===== src/rtl/rev_pe_pkg.sv =====
// Shared types, mode encodings and the mod-3 residue helper for the reversible PE.
package rev_pe_pkg;

  typedef enum logic [1:0] {IDLE, RUN, DRAIN, DONE} state_t;

  localparam logic MODE_MUL = 1'b0;
  localparam logic MODE_MAC = 1'b1;

  localparam int unsigned MOD3_MAX_W = 64;

  // Residue mod 3 of an up-to-64-bit value, folded MSB first: r = (2r + bit) mod 3
  function automatic logic [1:0] mod3(input logic [MOD3_MAX_W-1:0] x);
    logic [1:0] r;
    logic [2:0] t;
    r = 2'd0;
    for (int i = MOD3_MAX_W - 1; i >= 0; i--) begin
      t = {r, x[i]};
      r = (t >= 3'd3) ? 2'(t - 3'd3) : t[1:0];
    end
    return r;
  endfunction

endpackage


===== src/rtl/rev_pe_param_if.sv =====
// Host-side bus of the reversible PE: buffer ports, run control, test injection and error status.
interface rev_pe_param_if #(
  parameter int unsigned DATA_W   = 8,
  parameter int unsigned DEPTH    = 8,
  parameter int unsigned ACC_W    = 2 * DATA_W + $clog2(DEPTH),
  parameter int unsigned ERRCNT_W = 8
);
  localparam int unsigned AW = $clog2(DEPTH);

  logic                  wen;
  logic [AW-1:0]         waddr;
  logic [2*DATA_W-1:0]   wdata;
  logic                  ren;
  logic [AW-1:0]         raddr;
  logic [ACC_W-1:0]      rdata;
  logic                  rvalid;
  logic                  start;
  logic                  mode;
  logic                  busy;
  logic                  done;
  logic                  inj_mul;
  logic                  inj_add;
  logic                  err_mul;
  logic                  err_add;
  logic [ERRCNT_W-1:0]   err_mul_cnt;
  logic [ERRCNT_W-1:0]   err_add_cnt;
  logic                  err_clr;

  modport master (
    output wen, waddr, wdata, ren, raddr, start, mode, inj_mul, inj_add, err_clr,
    input  rdata, rvalid, busy, done, err_mul, err_add, err_mul_cnt, err_add_cnt
  );

  modport slave (
    input  wen, waddr, wdata, ren, raddr, start, mode, inj_mul, inj_add, err_clr,
    output rdata, rvalid, busy, done, err_mul, err_add, err_mul_cnt, err_add_cnt
  );
endinterface


===== src/rtl/rev_mac_lane.sv =====
// Three-stage multiply/accumulate lane with residue check on the product and inverse-subtract check on the sum.
module rev_mac_lane
  import rev_pe_pkg::*;
#(
  parameter int unsigned DATA_W = 8,
  parameter int unsigned ACC_W  = 19
) (
  input  logic              clk,
  input  logic              rst_n,
  input  logic              acc_clr,
  input  logic              mode,
  input  logic              in_valid,
  input  logic [DATA_W-1:0] a,
  input  logic [DATA_W-1:0] b,
  input  logic              inj_mul,
  input  logic              inj_add,
  output logic [ACC_W-1:0]  res,
  output logic              res_valid,
  output logic              mul_err,
  output logic              add_err
);
  localparam int unsigned PW = 2 * DATA_W;

  logic              s1_valid;
  logic [DATA_W-1:0] s1_a;
  logic [DATA_W-1:0] s1_b;
  logic              s2_valid;
  logic [PW-1:0]     s2_p;
  logic [ACC_W-1:0]  acc;

  logic [PW-1:0]     p_inj;
  logic [1:0]        ra;
  logic [1:0]        rb;
  logic [3:0]        rr;
  logic              mul_bad;
  logic [ACC_W-1:0]  acc_prev;
  logic [ACC_W-1:0]  sum_inj;
  logic              add_bad;

  // Product with optional LSB flip, and its residue cross-check
  always_comb begin
    p_inj   = (PW'(s1_a) * PW'(s1_b)) ^ PW'(inj_mul);
    ra      = mod3(64'(s1_a));
    rb      = mod3(64'(s1_b));
    rr      = 4'(ra) * 4'(rb);
    mul_bad = mod3(64'(rr)) != mod3(64'(p_inj));
  end

  // Sum with optional LSB flip, and the subtract-back check against the product
  always_comb begin
    acc_prev = (mode == MODE_MAC) ? acc : '0;
    sum_inj  = (acc_prev + ACC_W'(s2_p)) ^ ACC_W'(inj_add);
    add_bad  = (sum_inj - acc_prev) != ACC_W'(s2_p);
  end

  // Stage 1: operand register
  always_ff @(posedge clk or negedge rst_n) begin
    if (!rst_n) begin
      s1_valid <= 1'b0;
      s1_a     <= '0;
      s1_b     <= '0;
    end else begin
      s1_valid <= in_valid;
      if (in_valid) begin
        s1_a <= a;
        s1_b <= b;
      end
    end
  end

  // Stage 2: product register and multiplier error pulse
  always_ff @(posedge clk or negedge rst_n) begin
    if (!rst_n) begin
      s2_valid <= 1'b0;
      s2_p     <= '0;
      mul_err  <= 1'b0;
    end else begin
      s2_valid <= s1_valid;
      mul_err  <= s1_valid && mul_bad;
      if (s1_valid) s2_p <= p_inj;
    end
  end

  // Stage 3: result register, accumulator and adder error pulse
  always_ff @(posedge clk or negedge rst_n) begin
    if (!rst_n) begin
      res_valid <= 1'b0;
      res       <= '0;
      add_err   <= 1'b0;
      acc       <= '0;
    end else begin
      res_valid <= s2_valid;
      add_err   <= s2_valid && add_bad;
      if (s2_valid) res <= sum_inj;
      if (acc_clr) acc <= '0;
      else if (s2_valid && mode == MODE_MAC) acc <= sum_inj;
    end
  end

endmodule


===== src/rtl/rev_pe_param.sv =====
// Reversible PE top: run FSM, operand/result buffers, host access and error status.
module rev_pe_param
  import rev_pe_pkg::*;
#(
  parameter int unsigned DATA_W   = 8,
  parameter int unsigned DEPTH    = 8,
  parameter int unsigned ACC_W    = 2 * DATA_W + $clog2(DEPTH),
  parameter int unsigned ERRCNT_W = 8
) (
  input logic           clk,
  input logic           rst_n,
  rev_pe_param_if.slave bus
);
  localparam int unsigned AW = $clog2(DEPTH);
  localparam int unsigned PW = 2 * DATA_W;

  state_t           state;
  logic [AW-1:0]    rd_ptr;
  logic [AW-1:0]    wr_ptr;
  logic             mode_q;
  logic             land_q;
  logic [PW-1:0]    opbuf  [DEPTH];
  logic [ACC_W-1:0] outbuf [DEPTH];

  logic             start_ok;
  logic             idle;
  logic [PW-1:0]    op_rd;
  logic [ACC_W-1:0] res;
  logic             res_valid;
  logic             mul_err;
  logic             add_err;

  assign idle     = (state == IDLE);
  assign start_ok = idle && bus.start;
  assign op_rd    = opbuf[rd_ptr];

  rev_mac_lane #(.DATA_W(DATA_W), .ACC_W(ACC_W)) u_lane (
    .clk      (clk),
    .rst_n    (rst_n),
    .acc_clr  (start_ok),
    .mode     (mode_q),
    .in_valid (state == RUN),
    .a        (op_rd[DATA_W-1:0]),
    .b        (op_rd[PW-1:DATA_W]),
    .inj_mul  (bus.inj_mul),
    .inj_add  (bus.inj_add),
    .res      (res),
    .res_valid(res_valid),
    .mul_err  (mul_err),
    .add_err  (add_err)
  );

  // Run sequencing with registered busy/done
  always_ff @(posedge clk or negedge rst_n) begin
    if (!rst_n) begin
      state    <= IDLE;
      rd_ptr   <= '0;
      mode_q   <= MODE_MUL;
      bus.busy <= 1'b0;
      bus.done <= 1'b0;
    end else begin
      bus.done <= 1'b0;
      case (state)
        IDLE: if (bus.start) begin
          state    <= RUN;
          rd_ptr   <= '0;
          mode_q   <= bus.mode;
          bus.busy <= 1'b1;
        end
        RUN: begin
          rd_ptr <= rd_ptr + AW'(1);
          if (rd_ptr == AW'(DEPTH - 1)) state <= DRAIN;
        end
        DRAIN: if (land_q) begin
          state    <= DONE;
          bus.busy <= 1'b0;
          bus.done <= 1'b1;
        end
        DONE:    state <= IDLE;
        default: state <= IDLE;
      endcase
    end
  end

  // Result write pointer; land_q marks the cycle after the final result is stored
  always_ff @(posedge clk or negedge rst_n) begin
    if (!rst_n) begin
      wr_ptr <= '0;
      land_q <= 1'b0;
    end else begin
      land_q <= res_valid && (wr_ptr == AW'(DEPTH - 1));
      if (res_valid) wr_ptr <= wr_ptr + AW'(1);
    end
  end

  // Buffer storage is never reset so contents survive an aborted run
  always_ff @(posedge clk) begin
    if (bus.wen && idle) opbuf[bus.waddr] <= bus.wdata;
    if (res_valid) outbuf[wr_ptr] <= res;
  end

  // Host readback, only honoured while idle
  always_ff @(posedge clk or negedge rst_n) begin
    if (!rst_n) begin
      bus.rvalid <= 1'b0;
      bus.rdata  <= '0;
    end else begin
      bus.rvalid <= bus.ren && idle;
      if (bus.ren && idle) bus.rdata <= outbuf[bus.raddr];
    end
  end

  // Sticky flags and saturating counters; clear wins over a coincident error
  always_ff @(posedge clk or negedge rst_n) begin
    if (!rst_n) begin
      bus.err_mul     <= 1'b0;
      bus.err_add     <= 1'b0;
      bus.err_mul_cnt <= '0;
      bus.err_add_cnt <= '0;
    end else if (bus.err_clr) begin
      bus.err_mul     <= 1'b0;
      bus.err_add     <= 1'b0;
      bus.err_mul_cnt <= '0;
      bus.err_add_cnt <= '0;
    end else begin
      if (mul_err) begin
        bus.err_mul <= 1'b1;
        if (bus.err_mul_cnt != '1) bus.err_mul_cnt <= bus.err_mul_cnt + ERRCNT_W'(1);
      end
      if (add_err) begin
        bus.err_add <= 1'b1;
        if (bus.err_add_cnt != '1) bus.err_add_cnt <= bus.err_add_cnt + ERRCNT_W'(1);
      end
    end
  end

endmodule


===== src/flat_wrapper.sv =====
// flat-port wrapper written by rule: the top's interface ports become plain ports
module rev_pe_param_flat import rev_pe_pkg::*;
#(
  parameter int unsigned DATA_W   = 8,
  parameter int unsigned DEPTH    = 8,
  parameter int unsigned ACC_W    = 2 * DATA_W + $clog2(DEPTH),
  parameter int unsigned ERRCNT_W = 8
)
  (clk, rst_n, bus_wen, bus_waddr, bus_wdata, bus_ren, bus_raddr, bus_start, bus_mode, bus_inj_mul, bus_inj_add, bus_err_clr, bus_rdata, bus_rvalid, bus_busy, bus_done, bus_err_mul, bus_err_add, bus_err_mul_cnt, bus_err_add_cnt);
  rev_pe_param_if #(.DATA_W(DATA_W), .DEPTH(DEPTH), .ACC_W(ACC_W), .ERRCNT_W(ERRCNT_W)) bus_i ();
  input logic clk;
  input logic rst_n;
  input wire logic [$bits(bus_i.wen)-1:0] bus_wen;
  input wire logic [$bits(bus_i.waddr)-1:0] bus_waddr;
  input wire logic [$bits(bus_i.wdata)-1:0] bus_wdata;
  input wire logic [$bits(bus_i.ren)-1:0] bus_ren;
  input wire logic [$bits(bus_i.raddr)-1:0] bus_raddr;
  input wire logic [$bits(bus_i.start)-1:0] bus_start;
  input wire logic [$bits(bus_i.mode)-1:0] bus_mode;
  input wire logic [$bits(bus_i.inj_mul)-1:0] bus_inj_mul;
  input wire logic [$bits(bus_i.inj_add)-1:0] bus_inj_add;
  input wire logic [$bits(bus_i.err_clr)-1:0] bus_err_clr;
  output wire logic [$bits(bus_i.rdata)-1:0] bus_rdata;
  output wire logic [$bits(bus_i.rvalid)-1:0] bus_rvalid;
  output wire logic [$bits(bus_i.busy)-1:0] bus_busy;
  output wire logic [$bits(bus_i.done)-1:0] bus_done;
  output wire logic [$bits(bus_i.err_mul)-1:0] bus_err_mul;
  output wire logic [$bits(bus_i.err_add)-1:0] bus_err_add;
  output wire logic [$bits(bus_i.err_mul_cnt)-1:0] bus_err_mul_cnt;
  output wire logic [$bits(bus_i.err_add_cnt)-1:0] bus_err_add_cnt;
  assign bus_i.wen = bus_wen;
  assign bus_i.waddr = bus_waddr;
  assign bus_i.wdata = bus_wdata;
  assign bus_i.ren = bus_ren;
  assign bus_i.raddr = bus_raddr;
  assign bus_i.start = bus_start;
  assign bus_i.mode = bus_mode;
  assign bus_i.inj_mul = bus_inj_mul;
  assign bus_i.inj_add = bus_inj_add;
  assign bus_i.err_clr = bus_err_clr;
  assign bus_rdata = bus_i.rdata;
  assign bus_rvalid = bus_i.rvalid;
  assign bus_busy = bus_i.busy;
  assign bus_done = bus_i.done;
  assign bus_err_mul = bus_i.err_mul;
  assign bus_err_add = bus_i.err_add;
  assign bus_err_mul_cnt = bus_i.err_mul_cnt;
  assign bus_err_add_cnt = bus_i.err_add_cnt;
  rev_pe_param #(.DATA_W(DATA_W), .DEPTH(DEPTH), .ACC_W(ACC_W), .ERRCNT_W(ERRCNT_W)) u_core (.clk(clk), .rst_n(rst_n), .bus(bus_i));
endmodule

===== config.mk =====
export PLATFORM = sky130hd
export DESIGN_NAME = rev_pe_param_flat
export DESIGN_NICKNAME = d
export VERILOG_FILES = /design/src/rtl/rev_pe_pkg.sv /design/src/rtl/rev_pe_param_if.sv /design/src/rtl/rev_mac_lane.sv /design/src/rtl/rev_pe_param.sv /design/src/flat_wrapper.sv
export SDC_FILE = /design/constraint.sdc
export NUM_CORES = 1
export LEC_CHECK = 0
export ABC_AREA = 1
export ABC_CLOCK_PERIOD_IN_PS = 24900
export CELL_PAD_IN_SITES_DETAIL_PLACEMENT = 0
export CELL_PAD_IN_SITES_GLOBAL_PLACEMENT = 1
export CORE_MARGIN = 2
export CORE_UTILIZATION = 53
export CTS_CLUSTER_DIAMETER = 50
export DETAILED_ROUTE_END_ITERATION = 8
export GPL_ROUTABILITY_DRIVEN = 0
export PLACE_DENSITY_LB_ADDON = 0.08
export SLEW_MARGIN = 20
export SYNTH_ARGS = -nofsm -noshare
export SYNTH_HDL_FRONTEND = slang
export SYNTH_SLANG_ARGS = --single-unit

===== constraint.sdc =====
create_clock -name clk -period 24.9 [get_ports clk]
set_clock_uncertainty 0.1 [all_clocks]
set_input_delay 4.98 -clock clk [delete_from_list [all_inputs] [get_ports clk]]
set_output_delay 4.98 -clock clk [all_outputs]
set_load 0.05 [all_outputs]

==> reports/metrics.csv, run 1 <==
stage,metric,value,unit
setup_path,cp.arrival,12620,ps
setup_path,cpPeakStageDelay,570,ps
synthesis,synth_warnings,0,
global_routing,grt_usage,22.3,%
synthesis,synth.avg_cell_area,10.0,um^2
timing,worstMarginPinSlew,1050,ps
timing,drv_slew,0,
drt,dr.pass1.iters,5,
clocking,htree_levels,2,
setup_path,end_kind,register,
synthesis,syn-num-nets,2322,
clocking,cts.path.max_buffers,3,
clocking,tritoncts,done,
clocking,cts.sinks,405,
power,p_switching,281,uW
place,numPortBuffers,70,
global_routing,grt_pass1_vias,14100,
cells_and_area,final_nets,2380,
drt,drt-initial-drc-count,972,
setup_path,crit_type,reg -> reg,
cells_and_area,layout-drive-gt1-share,6.53,%
power,power,1.40,mW
timing,finalHoldViolations,0,
clocking,insertion_delay,560,ps
setup_path,critical_path_buf_inv_count,25,
setup_path,startpoint_type,register,
floorplan,die_height,205,um
global_routing,overflow,0,
timing,relSlewSlack,29.8,%
floorplan,die_area,0.0422,mm^2
timing,setup_viol,0,
power,clockPowerShare,46.9,%
outcome,status,"complete, no violations",
drt,wire_per_inst,16.6,um
power,switching_share,20.1,%
floorplan,coreArea,0.0399,mm^2
synthesis,yosys-top-cells-area,"edfxtp_1 (39%), dfrtp_1 (15%), inv_1 (6.5%), ha_1 (6.2%), nand2_1 (6.1%)",
global_routing,antenna_found_initial,0,
place,hpwl,30600,um
drt,wl,45900,um
clocking,post_cts_resized,0,
power,power.internal,1.12,mW
power,p_per_area,57.8,mW/mm^2
clocking,cts_root_buf,clkbuf_16,
floorplan,ioPinCount,71,
power,irDropWorstVdd,0.0000643,V
setup_path,cp_data_required_time,25190,ps
synthesis,syn_area,0.0215,mm^2
timing,period_share,49.6,%
synthesis,synth-async-reset-ratio,30.9,%
clocking,path_clk_slew,50,ps
timing,max_freq,81.0,MHz
power,power.leakage,10.8,nW
setup_path,crit_slowest_cell,dfrtp_1,
synthesis,ys_seq_area_share,53.6,%
setup_path,cp_common_cell,nand2_1,
synthesis,synth_top_area_share,39.1,%
clocking,post_cts_buffers,0,
drt,drc_errors,0,
synthesis,syn_inst,2145,
flow_run,cap_violations,0,
timing,rsz0062_at_grt,no,
global_routing,grt_max_degree,100,
cells_and_area,syn2layout_area_growth,12.8,%
timing,setup-tns-final,0,ps
power,p_seq_share,51.1,%
min_path,hold_path.class,reg -> reg,
setup_path,cp_max_fo,12,
cells_and_area,n_antenna_cell,0,
synthesis,synth_top_area_cell,edfxtp_1,
clocking,cts-buffers-inserted,45,
floorplan,row_count,73,
global_routing,grt_pass1_wl,73600,um
drt,postRouteAntennaNets,0,
power,combPwrFrac,1.9,%
synthesis,synth_flop_cell,edfxtp_1,
timing,period_needed,12340,ps
floorplan,fp.dieW,205,um
drt,vias_per_cell,5.32,
synthesis,synth.distinct_cells,44,
clocking,postCtsHoldBufs,0,
setup_path,crit_family,adder cells,
drt,num_vias,14700,
floorplan,start_util,53.9,%
synthesis,synth_edf_count,280,
synthesis,ys_ff_latch,405,
## sequential cells by signal, summed over array words and instances, names as in the netlist, 8 cells and up
signal / cells
u_core.bus.rdata: 19
u_core.u_lane.s2_p: 16
u_core.bus.err_mul_cnt: 8
u_core.u_lane.s1_b: 8
u_core.u_lane.s1_a: 8
u_core.u_lane.acc: 19
u_core.bus.err_add_cnt: 8
u_core.outbuf: 152
u_core.opbuf: 128
u_core.u_lane.res: 19
## path summary, 6_finish.rpt
check / endpoint / from / slack [ps] / cells after the start
max: u_core.u_lane.mul_err$_DFF_PN0_ / u_core.u_lane.s1_a[0]$_DFFE_PN0P_ / 12560 / 98
min: u_core.u_lane.s2_valid$_DFF_PN0_ / u_core.u_lane.s1_valid$_DFF_PN0_ / 340 / 0
max reg2reg: u_core.u_lane.mul_err$_DFF_PN0_ / u_core.u_lane.s1_a[0]$_DFFE_PN0P_ / 12560 / 98
min reg2reg: u_core.u_lane.s2_valid$_DFF_PN0_ / u_core.u_lane.s1_valid$_DFF_PN0_ / 340 / 0
max in group asynchronous: u_core.rd_ptr[0]$_DFFE_PN0P_ / rst_n / 19070 / 2
min in group asynchronous: u_core.bus.rdata[13]$_DFFE_PN0P_ / rst_n / 4360 / 1
## per-stage QoR
step                      util [%]  hold WS, ps  instance area [um^2]  std cells  setup slack, ps
after floorplan                  -          289                 21500       2145            13570
final                         60.8          343                 24300       2762            12560
after global routing          60.8          380                 24300       2762            11200
after global placement        57.0          333                 22700       2680            13100
after CTS                     60.7          357                 24200       2761            12530
after detailed placement      57.0          343                 22700       2680            12580
## cell families (layout without fill, tap and decap cells)
| kind of cell | after synthesis | after routing | share of synthesized area, % |
|---|---|---|---|
| AOI/OAI and AO/OA | 412 | 412 | 10.9 |
| xor gates and xnor gates | 54 | 54 | 2.20 |
| adders and majority gates | 146 | 146 | 9.85 |
| buffers and inverters | 457 | 549 | 7.99 |
| DFF | 405 | 405 | 53.6 |
| muxes | 71 | 71 | 3.30 |
| and+or+nand+nor | 600 | 600 | 12.1 |
## power by group through the flow
stage	Combinational [mW]	Clock [mW]	Sequential [mW]
6_report	0.0270	0.658	0.717
5_1_grt	0.0302	0.701	0.717
4_1_cts	0.0275	0.672	0.717
3_5_place_dp	0.0273	0	0.731
3_3_place_gp	0.0267	0	0.731
2_1_floorplan	0.0119	0	0.731
## placed cells by master, fill, tap and decap left out, types with 3 or more instances in the layout
cell type,Yosys,routed
inv_1,371,370
nand2_1,352,352
edfxtp_1,280,280
o21ai_0,175,175
a21oi_1,129,129
dfrtp_1,125,124
ha_1,107,106
nand3_1,94,94
nor2_1,78,78
mux2i_1,71,71
o211ai_1,71,71
clkdlybuf4s50_1,0,68
clkbuf_16,0,46
xor2_1,43,43
fa_1,39,39
buf_4,0,25
nand2_2,20,20
nand4_1,18,18
nand3_2,11,11
xnor2_1,11,11
a211oi_1,10,10
nor3_1,10,10
clkbuf_1,70,10
o21bai_1,8,8
nor2_2,4,4
or2_2,4,4
clkinv_1,1,4
clkbuf_8,0,4
clkinvlp_4,0,4
bufinv_16,0,4
o21ai_1,3,3
a21oi_2,3,3
a221oi_1,3,3
clkinv_2,0,3
clkinv_4,0,3
## worst reg2reg max path, delay by kind of cell (launching register included)
kind / cells / cell delay (ps)
buf+inv: 25 / 1620
fa+ha+maj: 19 / 5000
flops: 1 / 570
compound gates: 2 / 200
simple gates: 52 / 4620
## cell usage after synthesis (3+ instances only)
cell type and instances:
nand3_2 11, nand2_2 20, nor2_2 4, nor2_1 78
a21oi_2 3, or2_2 4, edfxtp_1 280, nor3_1 10
o211ai_1 71, o21ai_0 175, xnor2_1 11, fa_1 39
buf_1 11, buf_2 3, inv_1 371, nand4_1 18
o21ai_1 3, a211oi_1 10, a221oi_1 3, mux2i_1 71
clkbuf_1 70, nand2_1 352, a21oi_1 129, ha_1 107
xor2_1 43, o21bai_1 8, nand3_1 94, dfrtp_1 125
## layer usage
layer	vias up	part of all wire (%)	routed length [um]	track usage, %
met5	-	0	0	0
met4	0	1.5	711	5.37
met3	49	4.2	1940	2.85
met2	284	50	22900	38.6
met1	7025	44	20300	30.0
li1	7326	-	-	-
## cell type report
| cell class | instances | area [um^2] |
|---|---|---|
| multi-input cells | 1283 | 8260 |
| well taps | 525 | 657 |
| fillers | 3275 | 15700 |
| inverters | 373 | 1400 |
| repair buffers | 95 | 907 |
| clock buffers | 60 | 1240 |
| flip-flops and latches | 405 | 11500 |
| clock inverters | 21 | 248 |
(Power assumes the default switching activity.)
==> inputs of run 2 (changes only) <==
- ABC_CLOCK_PERIOD_IN_PS: 24900 -> 10700
- CORE_UTILIZATION: 53 -> 45
- clock period: 24.9 -> 10.7 ns (I/O delays scaled with it)
==> run 2 against run 1 <==
The run now ends with negative setup slack left. Design area up 7.6%. Count of clock-buffer cells in the layout decreased by 1. Sequential cell count unchanged. Total power rose by 140%. Hold slack is essentially flat. Via count rose by 3.7%. Sequential power up 130%. Sequential share of layout area fell by 3.3 points. Register-to-register slack worse by 13000 ps. Critical path depth down 6. Critical endpoint unchanged. Largest power group unchanged.
==> reports/metrics.csv, run 2 (synthesis results as in run 1) <==
stage,metric,value,unit,change
floorplan,ioPinCount,71,,unchanged
timing,worstMarginPinSlew,1110,ps,was 1050 ps
min_path,hold_path.class,reg -> reg,,unchanged
global_routing,busiest_layer,met2,,unchanged
global_routing,grt_util_met2,36.5,%,was 38.6%
floorplan,coreArea,0.0474,mm^2,was 0.0399 mm^2
timing,drv_slew,0,,unchanged
drt,postRouteAntennaNets,0,,unchanged
clocking,insertion_delay,580,ps,was 560 ps
clocking,htree_levels,2,,unchanged
cells_and_area,layout-drive-gt1-share,17.6,%,was 6.53%
place,pre_cts_ws,-546,ps,was 12580 ps
drt,drc_errors,0,,unchanged
drt,drt-initial-drc-count,817,,was 972
global_routing,grt_pass1_vias,15300,,was 14.1k
global_routing,antenna_found_initial,0,,unchanged
timing,period_needed,10720,ps,was 12340 ps
global_routing,gr-usage-met3,3.32,%,was 2.85%
clocking,tritoncts,done,,unchanged
setup_path,cp_data_required_time,11010,ps,was 25190 ps
global_routing,grt_max_degree,100,,unchanged
cells_and_area,top_register,u_core.outbuf,,unchanged
cells_and_area,fin_util,55.0,%,was 60.8%
clocking,cts-buffers-inserted,48,,was 45
setup_path,crit_slowest_cell,fa_1,,was dfrtp_1
drt,num_vias,15200,,was 14.7k
setup_path,cp_max_fo,6,,was 12
cells_and_area,reg_top3,"u_core.outbuf x152, u_core.opbuf x128",,unchanged
global_routing,grt_pass1_wl,81000,um,was 73600 um
drt,wire_per_inst,16.9,um,was 16.6 um
outcome,violations,negative setup slack,,
timing,timing.final.ws_setup,-20.5,ps,was 12560 ps
setup_path,cp.arrival,11030,ps,was 12620 ps
power,p_per_area,130,mW/mm^2,was 57.8 mW/mm^2
timing,max_freq,93.3,MHz,was 81.0 MHz
cells_and_area,final_nets,2512,,was 2380
floorplan,start_util,45.3,%,was 53.9%
floorplan,die_height,223,um,was 205 um
setup_path,crit_type,reg -> reg,,unchanged
place,hpwl,33100,um,was 30600 um
clocking,cts_root_buf,clkbuf_16,,unchanged
drt,wl,50400,um,was 45900 um
place,numPortBuffers,70,,unchanged
timing,relSlewSlack,26.2,%,was 29.8%
clocking,cts.sinks,405,,unchanged
flow_run,cap_violations,0,,unchanged
clocking,path_clk_slew,50,ps,about the same
cells_and_area,n_antenna_cell,0,,unchanged
floorplan,fp.dieW,223,um,was 205 um
timing,period_share,100,%,was 49.6%
setup_path,end_kind,register,,unchanged
global_routing,use_met1,26.3,%,was 30.0%
setup_path,cp_common_cell,nand2_2,,was nand2_1
outcome,status,"finished, violations left",,"was complete, no violations"
drt,dr.pass1.iters,5,,unchanged
timing,setup_viol,1,,was 0
floorplan,die_area,0.0496,mm^2,was 0.0422 mm^2
power,irDropWorstVdd,0.000136,V,was 0.0000643 V
timing,rsz0062_at_grt,yes,,was no
cells_and_area,final_common_cell,inv_1,,unchanged
setup_path,startpoint_type,register,,unchanged
timing,holdWs,343,ps,about the same
global_routing,overflow,0,,unchanged
cells_and_area,largest_register_ffs,152,,unchanged
timing,finalHoldViolations,0,,unchanged
power,power.leakage,11.6,nW,was 10.8 nW
drt,vias_per_cell,5.10,,was 5.32
floorplan,row_count,80,,was 73
global_routing,grt_usage,20.6,%,was 22.3%
setup_path,cpPeakStageDelay,560,ps,was 570 ps
cells_and_area,final_cell_mix,"inv_1 (342), nand2_1 (311), edfxtp_1 (280), o21ai_0 (175), buf_4 (145)",,"was inv_1 (370), nand2_1 (352), edfxtp_1 (280), o21ai_0 (175), a21oi_1 (129)"
clocking,cts.path.max_buffers,3,,unchanged
cells_and_area,syn2layout_area_growth,21.4,%,was 12.8%
==> run 2: changes by cell type in the layout (fill, tap and decap cells not counted), moves of 19 or more <==
cell,change
buf_4,+120
nand2_1,-41
nand2_2,+32
inv_2,+23
ha_1,-22
ha_4,+19
inv_1,-28
==> run 2: area by class of cell <==
cell class / count / area, um^2
Tap cell: 615 / 769
Sequential cell: 405 / 11600
Timing Repair Buffer: 224 / 1910
Multi-Input combinational cell: 1283 / 8840
Clock inverter: 29 / 334
Inverter: 373 / 1410
Clock buffer: 59 / 1290
Fill cell: 4252 / 21300
==> run 2: final timing paths <==
path / cells after the start / slack, ps / startpoint / end
worst max-delay path: 92 / -20 / u_core.u_lane.s1_a[4]$_DFFE_PN0P_ / u_core.u_lane.mul_err$_DFF_PN0_
worst max register to register: 92 / -20 / u_core.u_lane.s1_a[4]$_DFFE_PN0P_ / u_core.u_lane.mul_err$_DFF_PN0_
worst min-delay path: 0 / 340 / u_core.u_lane.s1_valid$_DFF_PN0_ / u_core.u_lane.s2_valid$_DFF_PN0_
worst min register to register: 0 / 340 / u_core.u_lane.s1_valid$_DFF_PN0_ / u_core.u_lane.s2_valid$_DFF_PN0_
max in group asynchronous: 2 / 7670 / rst_n / u_core.rd_ptr[0]$_DFFE_PN0P_
min in group asynchronous: 1 / 1440 / rst_n / u_core.bus.rdata[7]$_DFFE_PN0P_
==> run 2: repair_timing <==
action                     in CTS  in global routing
buffers inserted               40                 16
hold buffers                    0                  0
pin swaps                      55                 92
setup endpoints to repair       1                  1
gates resized for setup        63                 83
==> run 2: stage by stage <==
stage	total power, mW	area (um^2)	cells	setup TNS (ps)
final	3.38	26100	2988	-20.5
after global routing	3.49	26100	2988	-785
after CTS	3.42	25700	2973	-145
after detailed placement	1.77	23600	2845	-546
after global placement	1.76	23600	2845	-239
after floorplan	1.73	21700	2145	0
==> run 2: critical path, delay by kind of cell, from the launching register on <==
| family | cells | cell delay, ps |
|---|---|---|
| adders and majority gates | 17 | 4100 |
| AOI/OAI and AO/OA | 4 | 270 |
| buffers and inverters | 25 | 1720 |
| and+or+nand+nor | 46 | 3920 |
| DFF | 1 | 450 |
==> run 2: metal layers <==
metal	vias to the layer above	share of wire [%]
met5	-	0
met2	225	50
met3	76	3.6
met1	7342	44
li1	7590	-
met4	0	2.3
==> run 2: power by group <==
group | internal (mW) | switching [mW] | leakage [nW]
clock | 0.988 | 0.660 | 0.794
combinational | 0.0205 | 0.0432 | 6.84
sequential | 1.67 | 0.0000000000000000969 | 3.95
==> inputs of run 3 (changes only) <==
- SLEW_MARGIN: 20 -> 0
==> run 3 against run 2 <==
Setup slack got worse by 2.3 ps. Global-route usage is the same. Design area down 0.11%. Wire length is essentially flat. Clock power about the same. Final cell count about the same. Count of clock-buffer cells in the layout stayed put. First-iteration DRC count shrank 8.4%. Via count down 0.18%. The flow still finishes with violations (negative setup slack). Sequential cell count stayed put.
==> reports/metrics.csv, run 3 (synthesis results as in run 1) <==
stage,metric,value,unit,change
min_path,hold_path.class,reg -> reg,,unchanged
timing,max_freq,93.3,MHz,about the same
global_routing,overflow,0,,unchanged
floorplan,fp.dieW,223,um,unchanged
power,combPwrFrac,1.9,%,about the same
drt,drt-initial-drc-count,748,,was 817
cells_and_area,final_nets,2511,,was 2512
timing,period_share,100,%,about the same
cells_and_area,largest_register_ffs,152,,unchanged
global_routing,grt_pass1_wl,81000,um,unchanged
global_routing,busiest_layer,met2,,unchanged
drt,vias_per_cell,5.09,,was 5.10
clocking,cts_root_buf,clkbuf_16,,unchanged
timing,setup_viol,1,,unchanged
clocking,cts.path.max_buffers,3,,unchanged
power,p_seq_share,49.4,%,about the same
cells_and_area,syn2layout_area_growth,21.2,%,was 21.4%
cells_and_area,reg_top3,"u_core.outbuf x152, u_core.opbuf x128",,unchanged
clocking,tritoncts,done,,unchanged
timing,period_needed,10720,ps,about the same
floorplan,start_util,45.3,%,unchanged
timing,drv_slew,0,,unchanged
setup_path,cp_max_fo,6,,unchanged
power,switching_share,20.8,%,about the same
power,p_switching,703,uW,about the same
place,hpwl,33100,um,unchanged
timing,timing.final.ws_setup,-22.8,ps,was -20.5 ps
floorplan,die_height,223,um,unchanged
power,clockPowerShare,48.8,%,was 48.7%
clocking,path_clk_slew,60,ps,was 50 ps
global_routing,grt_util_met2,36.5,%,unchanged
cells_and_area,layout-drive-gt1-share,17.5,%,was 17.6%
floorplan,coreArea,0.0474,mm^2,unchanged
cells_and_area,top_register,u_core.outbuf,,unchanged
power,power.internal,2.68,mW,about the same
global_routing,grt_usage,20.6,%,unchanged
clocking,cts.sinks,405,,unchanged
drt,dr.pass1.iters,5,,unchanged
floorplan,ioPinCount,71,,unchanged
setup_path,cp.arrival,11040,ps,was 11030 ps
global_routing,antenna_found_initial,0,,unchanged
cells_and_area,n_antenna_cell,0,,unchanged
cells_and_area,final_common_cell,inv_1,,unchanged
cells_and_area,fin_util,55.0,%,about the same
setup_path,crit_type,reg -> reg,,unchanged
timing,rsz0062_at_grt,yes,,unchanged
drt,postRouteAntennaNets,0,,unchanged
drt,wire_per_inst,16.9,um,about the same
drt,num_vias,15200,,about the same
setup_path,cp_common_cell,nand2_2,,unchanged
timing,relSlewSlack,22.6,%,was 26.2%
global_routing,grt_max_degree,100,,unchanged
outcome,violations,negative setup slack,,unchanged
setup_path,cp_data_required_time,11010,ps,about the same
clocking,cts-buffers-inserted,48,,unchanged
floorplan,die_area,0.0496,mm^2,unchanged
global_routing,use_met1,26.3,%,unchanged
global_routing,grt_pass1_vias,15300,,unchanged
drt,wl,50400,um,about the same
power,irDropWorstVdd,0.000136,V,about the same
clocking,insertion_delay,580,ps,about the same
setup_path,end_kind,register,,unchanged
clocking,postCtsHoldBufs,0,,unchanged
flow_run,cap_violations,0,,unchanged
cells_and_area,final_cell_mix,"inv_1 (343), nand2_1 (311), edfxtp_1 (280), o21ai_0 (175), buf_4 (145)",,"was inv_1 (342), nand2_1 (311), edfxtp_1 (280), o21ai_0 (175), buf_4 (145)"
global_routing,gr-usage-met3,3.32,%,unchanged
power,power.leakage,11.6,nW,about the same
setup_path,cpPeakStageDelay,560,ps,about the same
setup_path,startpoint_type,register,,unchanged
place,pre_cts_ws,-546,ps,unchanged
outcome,status,"finished, violations left",,unchanged
power,p_per_area,130,mW/mm^2,about the same
floorplan,row_count,80,,unchanged
place,numPortBuffers,70,,unchanged
drt,drc_errors,0,,unchanged
timing,finalHoldViolations,0,,unchanged
setup_path,crit_slowest_cell,fa_1,,unchanged
timing,worstMarginPinSlew,1160,ps,was 1110 ps
clocking,htree_levels,2,,unchanged
-- run 3: metrics by stage --
stage,cell area [um^2],cells,power [mW],hold WS [ps],setup TNS [ps]
global placement,23600,2845,1.76,331,-239
global route,26100,2987,3.49,351,-785
finish,26100,2987,3.38,344,-22.8
floorplan,21700,2145,1.73,289,0
detailed placement,23600,2845,1.77,337,-546
CTS,25700,2973,3.42,348,-145
-- run 3: path summary, 6_finish.rpt --
check                                                   from                                to  slack, ps  depth (start not counted)
min in group asynchronous                              rst_n   u_core.bus.rdata[7]$_DFFE_PN0P_       1440                          1
max                        u_core.u_lane.s1_a[4]$_DFFE_PN0P_   u_core.u_lane.mul_err$_DFF_PN0_        -20                         92
max reg2reg                u_core.u_lane.s1_a[4]$_DFFE_PN0P_   u_core.u_lane.mul_err$_DFF_PN0_        -20                         92
min                         u_core.u_lane.s1_valid$_DFF_PN0_  u_core.u_lane.s2_valid$_DFF_PN0_        340                          0
min reg2reg                 u_core.u_lane.s1_valid$_DFF_PN0_  u_core.u_lane.s2_valid$_DFF_PN0_        340                          0
max in group asynchronous                              rst_n      u_core.rd_ptr[0]$_DFFE_PN0P_       7680                          2
-- run 3: layout make-up --
type / count / area (um^2)
clock inverter: 29 / 334
multi-input combinational: 1283 / 8840
inverter: 373 / 1410
timing repair buffer: 223 / 1880
clock buffer: 59 / 1290
sequential: 405 / 11600
fill: 4254 / 21400
tap: 615 / 769
-- run 3: critical path, delay by kind of cell, from the launching register on --
family | cells | cell delay, ps
adders and majority gates | 17 | 4090
and+or+nand+nor | 46 | 3920
buffers and inverters | 25 | 1730
DFF | 1 | 450
AOI/OAI and AO/OA | 4 | 270
-- run 3: power by group through the flow --
stage          clock network [mW]  logic, mW  registers [mW]
6_report                     1.65     0.0636            1.67
5_1_grt                      1.75     0.0715            1.67
4_1_cts                      1.69     0.0652            1.67
3_5_place_dp                    0     0.0647            1.70
3_3_place_gp                    0     0.0641            1.70
2_1_floorplan                   0     0.0276            1.70
-- run 3: repair_timing --
| item | CTS | global route |
|---|---|---|
| setup buffers | 40 | 16 |
| pin swaps | 55 | 92 |
| resized for setup | 63 | 83 |
| endpoints found under the setup margin | 1 | 1 |
-- run 3: metal layers --
| layer | wire, um | vias to the layer above |
|---|---|---|
| met3 | 1680 | 73 |
| met1 | 22400 | 7352 |
| met4 | 1130 | 0 |
| met2 | 25300 | 195 |
| met5 | 0 | - |
| li1 | - | 7585 |
